`src/rtl/seven_seg_scan_n_if.sv`:
```
// Bus bundle for the N-digit hex display scanner.
//   master : drives the display data/controls and observes the pins
//            (register block or testbench)
//   slave  : the scanner itself
// Signals:
//   value       hex nibbles, digit i = value[4i+3:4i], digit 0 rightmost
//   dp_in       decimal point request per digit (1 = lit)
//   digit_en    per-digit enable (0 = dark)
//   blank_lz    1 = blank leading zeros
//   brightness  PWM level, 0 = dimmest, max = full slot
//   blink_mask  1 = digit blinks
//   an          anodes, active-low
//   sseg        segments {g,f,e,d,c,b,a}, active-low
//   dp          decimal point, active-low
//   frame_start one-cycle pulse when slot 0 begins
interface seven_seg_scan_n_if #(
  parameter int NUM_DIGITS   = 4,
  parameter int BRIGHT_WIDTH = 4
);
  logic [4*NUM_DIGITS-1:0] value;
  logic [NUM_DIGITS-1:0]   dp_in;
  logic [NUM_DIGITS-1:0]   digit_en;
  logic                    blank_lz;
  logic [BRIGHT_WIDTH-1:0] brightness;
  logic [NUM_DIGITS-1:0]   blink_mask;
  logic [NUM_DIGITS-1:0]   an;
  logic [6:0]              sseg;
  logic                    dp;
  logic                    frame_start;

  modport master (
    output value, dp_in, digit_en, blank_lz, brightness, blink_mask,
    input  an, sseg, dp, frame_start
  );

  modport slave (
    input  value, dp_in, digit_en, blank_lz, brightness, blink_mask,
    output an, sseg, dp, frame_start
  );
endinterface

```
`src/rtl/seven_seg_scan_n.sv`:
```
// N-digit time-multiplexed hex display scanner with built-in prescaler,
// hex-to-7-segment decode, per-digit enable, decimal points, leading-zero
// blanking, PWM brightness, per-digit blink and a per-frame input snapshot.
// Ports:
//   clk    system clock
//   reset  asynchronous, active-low reset
//   bus    seven_seg_scan_n_if.slave (data/controls in, an/sseg/dp/frame_start out)
module seven_seg_scan_n #(
  parameter int NUM_DIGITS   = 4,
  parameter int PRESCALE     = 100000,
  parameter int BRIGHT_WIDTH = 4,
  parameter int BLINK_FRAMES = 64
) (
  input  logic              clk,
  input  logic              reset,
  seven_seg_scan_n_if.slave bus
);
  localparam int SLOT_W = $clog2(NUM_DIGITS);
  localparam int PCNT_W = (PRESCALE > 1) ? $clog2(PRESCALE) : 1;
  localparam int FCNT_W = (BLINK_FRAMES > 1) ? $clog2(BLINK_FRAMES) : 1;
  localparam logic [31:0]       PWM_STEP  = 32'(PRESCALE / (2 ** BRIGHT_WIDTH));
  localparam logic [PCNT_W-1:0] PCNT_LAST = PCNT_W'(PRESCALE - 1);
  localparam logic [SLOT_W-1:0] SLOT_LAST = SLOT_W'(NUM_DIGITS - 1);
  localparam logic [FCNT_W-1:0] FCNT_LAST = FCNT_W'(BLINK_FRAMES - 1);

  function automatic logic [6:0] hex7(input logic [3:0] nib);
    case (nib)
      4'h0: hex7 = 7'h40;
      4'h1: hex7 = 7'h79;
      4'h2: hex7 = 7'h24;
      4'h3: hex7 = 7'h30;
      4'h4: hex7 = 7'h19;
      4'h5: hex7 = 7'h12;
      4'h6: hex7 = 7'h02;
      4'h7: hex7 = 7'h78;
      4'h8: hex7 = 7'h00;
      4'h9: hex7 = 7'h10;
      4'hA: hex7 = 7'h08;
      4'hB: hex7 = 7'h03;
      4'hC: hex7 = 7'h46;
      4'hD: hex7 = 7'h21;
      4'hE: hex7 = 7'h06;
      default: hex7 = 7'h0E;
    endcase
  endfunction

  // Stage p0: scan timing, blink phase and the frame snapshot
  logic [PCNT_W-1:0]       pcnt_p0;
  logic [SLOT_W-1:0]       slot_p0;
  logic [FCNT_W-1:0]       fcnt_p0;
  logic                    phase_p0;
  logic [4*NUM_DIGITS-1:0] snap_value_p0;
  logic [NUM_DIGITS-1:0]   snap_dp_p0;
  logic [NUM_DIGITS-1:0]   snap_en_p0;
  logic [NUM_DIGITS-1:0]   snap_blink_p0;
  logic                    snap_blz_p0;
  logic [BRIGHT_WIDTH-1:0] snap_bright_p0;

  logic pcnt_wrap;
  logic frame_wrap;

  assign pcnt_wrap  = (pcnt_p0 == PCNT_LAST);
  assign frame_wrap = pcnt_wrap && (slot_p0 == SLOT_LAST);

  always_ff @(posedge clk or negedge reset) begin
    if (!reset) begin
      pcnt_p0        <= '0;
      slot_p0        <= '0;
      fcnt_p0        <= '0;
      phase_p0       <= 1'b0;
      snap_value_p0  <= '0;
      snap_dp_p0     <= '0;
      snap_en_p0     <= '0;
      snap_blink_p0  <= '0;
      snap_blz_p0    <= 1'b0;
      snap_bright_p0 <= '0;
    end else begin
      if (pcnt_wrap) begin
        pcnt_p0 <= '0;
        slot_p0 <= (slot_p0 == SLOT_LAST) ? '0 : slot_p0 + SLOT_W'(1);
      end else begin
        pcnt_p0 <= pcnt_p0 + PCNT_W'(1);
      end
      // The whole next frame is decided from this copy, so mid-frame input
      // changes cannot tear the displayed number.
      if (frame_wrap) begin
        snap_value_p0  <= bus.value;
        snap_dp_p0     <= bus.dp_in;
        snap_en_p0     <= bus.digit_en;
        snap_blink_p0  <= bus.blink_mask;
        snap_blz_p0    <= bus.blank_lz;
        snap_bright_p0 <= bus.brightness;
        if (fcnt_p0 == FCNT_LAST) begin
          fcnt_p0  <= '0;
          phase_p0 <= ~phase_p0;
        end else begin
          fcnt_p0 <= fcnt_p0 + FCNT_W'(1);
        end
      end
    end
  end

  // Leading-zero blanking walks from the most significant digit down; a digit
  // is blank while every nibble at or above it is zero. Digit 0 always shows.
  logic [NUM_DIGITS-1:0] blanked;
  logic                  all_zero;
  logic [3:0]            cur_nib;
  logic                  cur_dp;
  logic                  lit;
  logic [31:0]           on_time;
  logic                  pwm_on;
  logic [NUM_DIGITS-1:0] an_nxt;
  logic [6:0]            sseg_nxt;
  logic                  dp_nxt;

  always_comb begin
    all_zero = 1'b1;
    blanked  = '0;
    for (int i = NUM_DIGITS - 1; i >= 0; i--) begin
      all_zero = all_zero & (snap_value_p0[4*i +: 4] == 4'h0);
      if (i != 0) blanked[i] = snap_blz_p0 & all_zero;
    end
  end

  always_comb begin
    cur_nib = 4'h0;
    cur_dp  = 1'b0;
    lit     = 1'b0;
    for (int i = 0; i < NUM_DIGITS; i++) begin
      if (slot_p0 == SLOT_W'(i)) begin
        cur_nib = snap_value_p0[4*i +: 4];
        cur_dp  = snap_dp_p0[i];
        lit     = snap_en_p0[i] & ~blanked[i] & ~(snap_blink_p0[i] & phase_p0);
      end
    end
  end

  // On-time grows in equal steps; brightness 0 still gives one step.
  assign on_time = (32'(snap_bright_p0) + 32'd1) * PWM_STEP;
  assign pwm_on  = (32'(pcnt_p0) < on_time);

  always_comb begin
    an_nxt = '1;
    for (int i = 0; i < NUM_DIGITS; i++) begin
      if (lit && pwm_on && (slot_p0 == SLOT_W'(i))) an_nxt[i] = 1'b0;
    end
    sseg_nxt = lit ? hex7(cur_nib) : 7'h7F;
    dp_nxt   = ~(cur_dp & lit);
  end

  // Stage p1: registered pins; an/sseg/dp switch together to avoid ghosting
  logic [NUM_DIGITS-1:0] an_p1;
  logic [6:0]            sseg_p1;
  logic                  dp_p1;
  logic                  frame_start_p1;

  always_ff @(posedge clk or negedge reset) begin
    if (!reset) begin
      an_p1          <= '1;
      sseg_p1        <= 7'h7F;
      dp_p1          <= 1'b1;
      frame_start_p1 <= 1'b0;
    end else begin
      an_p1          <= an_nxt;
      sseg_p1        <= sseg_nxt;
      dp_p1          <= dp_nxt;
      frame_start_p1 <= frame_wrap;
    end
  end

  assign bus.an          = an_p1;
  assign bus.sseg        = sseg_p1;
  assign bus.dp          = dp_p1;
  assign bus.frame_start = frame_start_p1;
endmodule

```
`src/flat_wrapper.sv`:
```
// flat-port wrapper written by rule: the top's interface ports become plain ports
module seven_seg_scan_n_flat 
#(
  parameter int NUM_DIGITS   = 4,
  parameter int PRESCALE     = 100000,
  parameter int BRIGHT_WIDTH = 4,
  parameter int BLINK_FRAMES = 64
)
  (clk, reset, bus_value, bus_dp_in, bus_digit_en, bus_blank_lz, bus_brightness, bus_blink_mask, bus_an, bus_sseg, bus_dp, bus_frame_start);
  seven_seg_scan_n_if #(.NUM_DIGITS(NUM_DIGITS), .BRIGHT_WIDTH(BRIGHT_WIDTH)) bus_i ();
  input  logic clk;
  input  logic reset;
  input wire logic [$bits(bus_i.value)-1:0] bus_value;
  input wire logic [$bits(bus_i.dp_in)-1:0] bus_dp_in;
  input wire logic [$bits(bus_i.digit_en)-1:0] bus_digit_en;
  input wire logic [$bits(bus_i.blank_lz)-1:0] bus_blank_lz;
  input wire logic [$bits(bus_i.brightness)-1:0] bus_brightness;
  input wire logic [$bits(bus_i.blink_mask)-1:0] bus_blink_mask;
  output wire logic [$bits(bus_i.an)-1:0] bus_an;
  output wire logic [$bits(bus_i.sseg)-1:0] bus_sseg;
  output wire logic [$bits(bus_i.dp)-1:0] bus_dp;
  output wire logic [$bits(bus_i.frame_start)-1:0] bus_frame_start;
  assign bus_i.value = bus_value;
  assign bus_i.dp_in = bus_dp_in;
  assign bus_i.digit_en = bus_digit_en;
  assign bus_i.blank_lz = bus_blank_lz;
  assign bus_i.brightness = bus_brightness;
  assign bus_i.blink_mask = bus_blink_mask;
  assign bus_an = bus_i.an;
  assign bus_sseg = bus_i.sseg;
  assign bus_dp = bus_i.dp;
  assign bus_frame_start = bus_i.frame_start;
  seven_seg_scan_n #(.NUM_DIGITS(NUM_DIGITS), .PRESCALE(PRESCALE), .BRIGHT_WIDTH(BRIGHT_WIDTH), .BLINK_FRAMES(BLINK_FRAMES)) u_core (.clk(clk), .reset(reset), .bus(bus_i));
endmodule
```
`config.mk`:
```
export PLATFORM = sky130hd
export DESIGN_NAME = seven_seg_scan_n_flat
export DESIGN_NICKNAME = d
export VERILOG_FILES = /design/src/rtl/seven_seg_scan_n_if.sv /design/src/rtl/seven_seg_scan_n.sv /design/src/flat_wrapper.sv
export SDC_FILE = /design/constraint.sdc
export NUM_CORES = 1
export LEC_CHECK = 0
export ABC_CLOCK_PERIOD_IN_PS = 5700
export CELL_PAD_IN_SITES_DETAIL_PLACEMENT = 0
export CELL_PAD_IN_SITES_GLOBAL_PLACEMENT = 2
export CORE_ASPECT_RATIO = 0.7
export CORE_MARGIN = 1.5
export CORE_UTILIZATION = 30
export DETAILED_ROUTE_END_ITERATION = 7
export GPL_ROUTABILITY_DRIVEN = 0
export GPL_TIMING_DRIVEN = 0
export MAX_ROUTING_LAYER = met4
export PLACE_DENSITY = 0.72
export SETUP_SLACK_MARGIN = 0.5
export SLEW_MARGIN = 20
export SYNTH_ARGS = -nofsm -noshare
export SYNTH_HDL_FRONTEND = slang
export SYNTH_SLANG_ARGS = --single-unit
```
`constraint.sdc`:
```
create_clock -name clk -period 5.7 [get_ports clk]
set_input_delay 1.14 -clock clk [delete_from_list [all_inputs] [get_ports clk]]
set_output_delay 1.14 -clock clk [all_outputs]
set_load 0.01 [all_outputs]
```
=== Yosys cells after proc, flatten, opt, wreduce, memory -nomap -nowiden ===
Memory sizes are Yosys's and may differ from the RTL's.
Cells that the tools add are included.

* $add $sub $neg: 4
* Multiply operators: 1
* Order comparisons: 1
* Eq/ne operators: 5
* Mux-type cells: 20
* Bitwise gates (word level): 26
* Reduce and logical (&&, ||, !) cells: 11

{| class="wikitable"
|+ Operator list
! operator !! number
|-
| 17-bit by 32-bit < comparator with 1-bit output || 1
|-
| 32-bit by 12-bit multiplier with 31-bit output, second input constant || 1
|-
| 17-bit by 1-bit adder with 17-bit output, second input constant || 1
|-
| 1-bit bitwise AND || 17
|-
| 17-bit == test, second input constant || 1
|-
| 17-bit 2-to-1 mux || 1
|-
| 4-bit 2-to-1 mux || 4
|-
| 4-bit zero test || 3
|-
| 1-bit 2-to-1 mux || 12
|-
| 1-bit NOT || 9
|-
| 7-bit 2-to-1 mux || 1
|-
| 6-bit by 1-bit adder with 6-bit output, second input constant || 1
|-
| 6-bit == test, second input constant || 1
|-
| 1-bit logical AND || 6
|-
| 6-bit 2-to-1 mux || 1
|-
| 4-bit by 1-bit adder with 5-bit output, second input constant || 1
|-
| 2-bit == test, second input constant || 2
|-
| 2-bit by 1-bit adder with 2-bit output, second input constant || 1
|-
| 2-bit by 1-bit == test with 1-bit output, second input constant || 1
|-
| 2-bit zero test || 1
|-
| 2-bit 2-to-1 mux || 1
|-
| 2-bit AND reduction || 1
|}

* Register bits after elaboration: 72
* ROM bits: 112
* Bits of input ports: 35
* Logic and storage cells: 83
* Memories: 1

{| class="wikitable"
|+ Memories
! name !! depth !! bits a word !! rd ports !! clocked after Yosys merged registers in !! wr ports !! line !! RTL
|-
| (name not given) || 16 || 7 || 1 || 0 || 0 || seven_seg_scan_n.sv:27 || <nowiki>case (nib)</nowiki>
|}

=== Longest topological paths before layout ===
* Word-level depth: 13
* Gate-level depth with buffers: 19

=== Least setup slack after synthesis ===
No wires, ideal clock.

* Path type: register to register
* From: reg u_core.snap_bright_p0[0]
* To: reg u_core.an_p1[0], in the netlist u_core.bus.an[0]
* Data arrival time: 4.344 ns
* Setup slack: 1.275 ns
* Cell stages (with the launch flop): 20
* Path buffers: 0
* Cell sequence: dfrtp_1 > ha_1 > xor2_1 > ha_1 > xnor2_1 > ha_1 > a21o_1 > ha_1 > ha_1 > o21a_1 > a211o_1 > and2_1 > a21oi_1 > xor2_1 > ha_1 > o2111ai_1 > nand3_1 > o211ai_1 > or4_4 > o211ai_1

* Cells in the longest elaborated chain, start to end: 6

{| class="wikitable"
|+ RTL lines
! what !! line !! RTL
|-
| start: declaration || seven_seg_scan_n.sv:57 || <nowiki>logic [BRIGHT_WIDTH-1:0] snap_bright_p0;</nowiki>
|-
| start signal: assignment || seven_seg_scan_n.sv:92 || <nowiki>snap_bright_p0 <= bus.brightness;</nowiki>
|-
| 4-bit by 1-bit adder with 5-bit output || seven_seg_scan_n.sv:139 || <nowiki>assign on_time = (32'(snap_bright_p0) + 32'd1) * PWM_STEP;</nowiki>
|-
| 32-bit by 12-bit multiplier with 31-bit output || seven_seg_scan_n.sv:139 ||
|-
| 17-bit by 32-bit < comparator with 1-bit output || seven_seg_scan_n.sv:140 || <nowiki>assign pwm_on = (32'(pcnt_p0) < on_time);</nowiki>
|-
| 1-bit logical AND (2 in a row) || seven_seg_scan_n.sv:145 || <nowiki>if (lit && pwm_on && (slot_p0 == SLOT_W'(i))) an_nxt[i] = 1'b0;</nowiki>
|-
| 1-bit 2-to-1 mux || seven_seg_scan_n.sv:145 ||
|-
| via u_core.an_nxt[0] || seven_seg_scan_n.sv:112 || <nowiki>logic [NUM_DIGITS-1:0] an_nxt;</nowiki>
|-
| end signal: assignment || seven_seg_scan_n.sv:164 || <nowiki>an_p1 <= an_nxt;</nowiki>
|-
| end: declaration || seven_seg_scan_n.sv:152 || <nowiki>logic [NUM_DIGITS-1:0] an_p1;</nowiki>
|}

The timed path passes the listed nets, and every way through them passes these cells.
A chain may end at the register's enable or synchronous reset.

=== Worst setup path after layout ===
* From: reg u_core.snap_bright_p0[0]
* To: reg u_core.an_p1[1], in the netlist u_core.bus.an[1]

Same word-level chain as after synthesis.

==> impl_metrics.py <==
metrics = {
    "yosys": {
        "avgSynthCellArea_um2": 10.6,
        "async_reset_ff_share_pct": 100,
        "syn_inst": 442,
        "synth-edff-count": 0,
        "yosys.area.top_type_share_pct": 32.0,
        "seq_area_frac_synth_pct": 38.7,
        "yosysTopAreaCell": "dfrtp_1",
        "ys.flop_type": "dfrtp_1",
        "synth.area.top_cells": "dfrtp_1 32%, ha_1 15%, mux2_2 7.7%",
        "ys_ff_latch": 72,
        "synth_area_mm2": 0.00469,
        "yosysWarnings": 0,
        "synthDistinctLibCells": 59,
        "synthesis.nets": 536,
    },
    "pwr": {
        "powerDensity_mw_per_mm2": 189,
        "power_frac_clock_pct": 49.7,
        "total_power_mw": 1.09,
        "p_sw_mw": 0.254,
        "power.internal_mw": 0.836,
        "p_sw_share_pct": 23.3,
        "seqPwrFrac_pct": 46.9,
        "p_leak_nw": 2.66,
        "peakVddDrop_uv": 121,
        "p_comb_share_pct": 3.3,
    },
    "global_route": {
        "grtUsageMet2_pct": 21.0,
        "antenna_found_initial": 0,
        "gr-total-overflow": 0,
        "busiest_layer": "met1",
        "grt_pass1_wl_um": 18600,
        "grt_max_degree": 51,
        "gr-usage-met3_pct": 3.46,
        "track_usage_pct": 14.8,
        "grt_pass1_vias": 3556,
        "use_met1_pct": 21.7,
    },
    "job": {
        "max_cap_violations": 0,
    },
    "floorplanning": {
        "num_rows": 38,
        "die_x_um": 153,
        "start_util_pct": 30.5,
        "boundaryPins": 48,
        "die_height_um": 108,
        "die-area_mm2": 0.0164,
        "core_area_mm2": 0.0154,
    },
    "layout": {
        "multi_input_area_mm2": 0.00273,
        "drive_above_1_share_pct": 17.8,
        "layout.nets": 595,
        "final-seq-area_mm2": 0.00182,
        "synthToLayoutAreaGrowth_pct": 22.5,
        "fin_cells": 706,
        "diodes": 0,
        "final_area_mm2": 0.00575,
        "fillCellCount": 1560,
    },
    "timing": {
        "slew_violations": 0,
        "fmax_mhz": 204,
        "fin_skew_ns": 0.0129,
        "tns_ns": 0,
        "setup_ws_ns": 0.798,
        "rsz0062_at_grt": "false",
        "hold_viol": 0,
        "fin_crit_sh_pct": 86.0,
        "max_slew_margin_pct": 48.3,
        "setup_viol": 0,
        "worstMarginPinSlew_ns": 0.768,
        "period_needed_ns": 4.90,
    },
    "route": {
        "vias": 3524,
        "drt_iter0_markers": 196,
        "dr.pass1.iters": 4,
        "via_per_inst": 4.99,
        "drt_wl_total_um": 11100,
        "drcViolationCount": 0,
        "postRouteAntennaNets": 0,
        "wl_per_cell_um": 15.7,
    },
    "placed_design": {
        "placedInstanceArea_mm2": 0.00544,
        "dpl.cell_count": 690,
        "io_buffers": 47,
        "place_ws_ns": 0.525,
        "hpwl_um": 8680,
    },
    "worst_setup_path": {
        "reg2reg_slack_ns": 0.80,
        "crit_type": "reg -> reg",
        "reg2reg_from": "u_core.snap_bright_p0[0]",
        "cp_max_fo": 6,
        "start_kind": "register",
        "reg2reg_depth": 18,
        "cp-end-kind": "register",
        "cp.required_ns": 5.95,
        "arrival_ns": 5.15,
        "worst_r2r_endpoint": "u_core.bus.an[1]",
    },
    "clocking": {
        "worstSkewPairLatency_ns": 0.34,
        "clkTransAtPathRegs_ns": 0.06,
        "cts-htree-levels": 3,
        "cts-root-buf": "clkbuf_16",
        "clock-sinks": 72,
        "cts.path.max_buffers": 2,
        "cts_buffers": 9,
        "cts_tree": "built",
        "postCtsSetupBuffers": 0,
        "hold_buffers": 0,
    },
    "outcome": {
        "status": "finished clean",
    },
    "worst_hold_path": {
        "min-delay-path-class": "reg -> reg",
        "hold_path_depth": 1,
        "worstHoldStart": "u_core.fcnt_p0[4]",
        "min_to": "u_core.fcnt_p0[4]",
    },
}
==> sequential cells by signal, indices dropped and copies added (netlist names), 4 cells and up <==
name,count
u_core.snap_value_p0,16
u_core.pcnt_p0,17
u_core.snap_blink_p0,4
u_core.snap_bright_p0,4
u_core.snap_en_p0,4
u_core.bus.an,4
u_core.snap_dp_p0,4
u_core.bus.sseg,7
u_core.fcnt_p0,6
==> power groups by stage <==
stage,sequential (mW),clock (mW),combinational [mW]
finish,0.511,0.542,0.0363
global route,0.511,0.575,0.0401
CTS,0.511,0.560,0.0377
detailed placement,0.521,0,0.0375
global placement,0.521,0,0.0345
floorplan,0.521,0,0.000196
==> final cells by class <==
cell class	count	area share (%)
multi-input combinational	331	47.5
sequential	72	31.6
timing repair buffer	48	8.62
tap	200	4.35
clock buffer	9	3.92
inverter	27	1.76
buffer	12	1.18
clock inverter	7	1.04
==> critical path, stage by stage (launching register included) <==
cell and delay, ns:
dfrtp_2 0.47, ha_1 0.29, and3_1 0.27, ha_1 0.26, xnor2_1 0.19, ha_1 0.26, ha_1 0.27, ha_1 0.35
a211o_1 0.29, a211o_1 0.32, a31o_2 0.25, a21oi_1 0.16, xor2_1 0.20, ha_1 0.20, o2111ai_1 0.13, nand3_1 0.13
o211ai_1 0.10, or4_4 0.45, o211ai_1 0.22
==> routing by layer <==
| layer | part of all wire, % | wire length, µm |
|---|---|---|
| met1 | 55 | 6060 |
| met2 | 40 | 4460 |
| met3 | 4.7 | 526 |
| met4 | 0.49 | 54 |
| met5 | 0 | 0 |
==> cell usage after synthesis, types with 3 or more instances <==
library cell	number
dfrtp_1	60
ha_1	58
nor3_1	4
a211oi_1	6
nand2_1	26
nor2_1	21
inv_1	26
and2_1	4
mux2_2	32
nand3_1	18
or2_2	3
o21ai_0	9
nor2b_1	6
a21oi_1	17
mux2i_1	4
o21a_1	5
o211ai_1	8
o221ai_1	5
a21o_1	6
dfstp_2	12
xnor2_1	19
nand3b_1	4
nand4_1	14
buf_2	6
nor4_1	6
buf_4	4
a2111oi_0	3
xor2_1	15
==> placed cells by master (no fill, tap or decap), types with 16 or more instances in the layout <==
master,count
dfrtp_1,59
inv_1,26
mux2_2,32
nor2_1,21
clkdlybuf4s50_1,46
xnor2_1,19
nand3_1,18
nand2_1,26
ha_1,58
a21oi_1,16
==> logic make-up (layout without fill, tap and decap cells) <==
group,count (synthesis),in the layout,share of synthesized area [%]
AO/OA/AOI/OAI,80,80,12.2
AND/OR/NAND/NOR,121,121,14.2
multiplexers,37,37,9.01
flip-flops,72,72,38.7
buffers and inverters,39,103,3.60
adder cells (fa/ha/maj),59,59,15.9
XOR/XNOR,34,34,6.34
==> metrics by stage <==
stage | util [%] | hold WS, ns
2_1_floorplan | - | 0.446
3_3_place_gp | 35.2 | 0.465
3_5_place_dp | 35.3 | 0.473
4_1_cts | 37.2 | 0.482
5_1_grt | 37.3 | 0.508
6_report | 37.3 | 0.478
==> worst max path at each step <==
stage	cells past startpoint	slack, ns	from	end
after detailed placement	19	0.53	u_core.snap_bright_p0[0]	u_core.bus.an[1]
after CTS	19	0.64	u_core.snap_bright_p0[0]	u_core.bus.an[1]
final	18	0.80	u_core.snap_bright_p0[0]	u_core.bus.an[1]
after global routing	16	0.53	u_core.snap_bright_p0[0]	u_core.bus.an[1]
after global placement	18	0.51	u_core.snap_bright_p0[0]	u_core.bus.an[0]
after floorplan	19	1.27	u_core.snap_bright_p0[0]	u_core.bus.an[0]
==> repair_timing <==
item	CTS	global route
resized for setup	1	4
setup endpoints to repair	3	4
pin swaps	0	0
No activity file was read; power rests on OpenSTA's default activity.
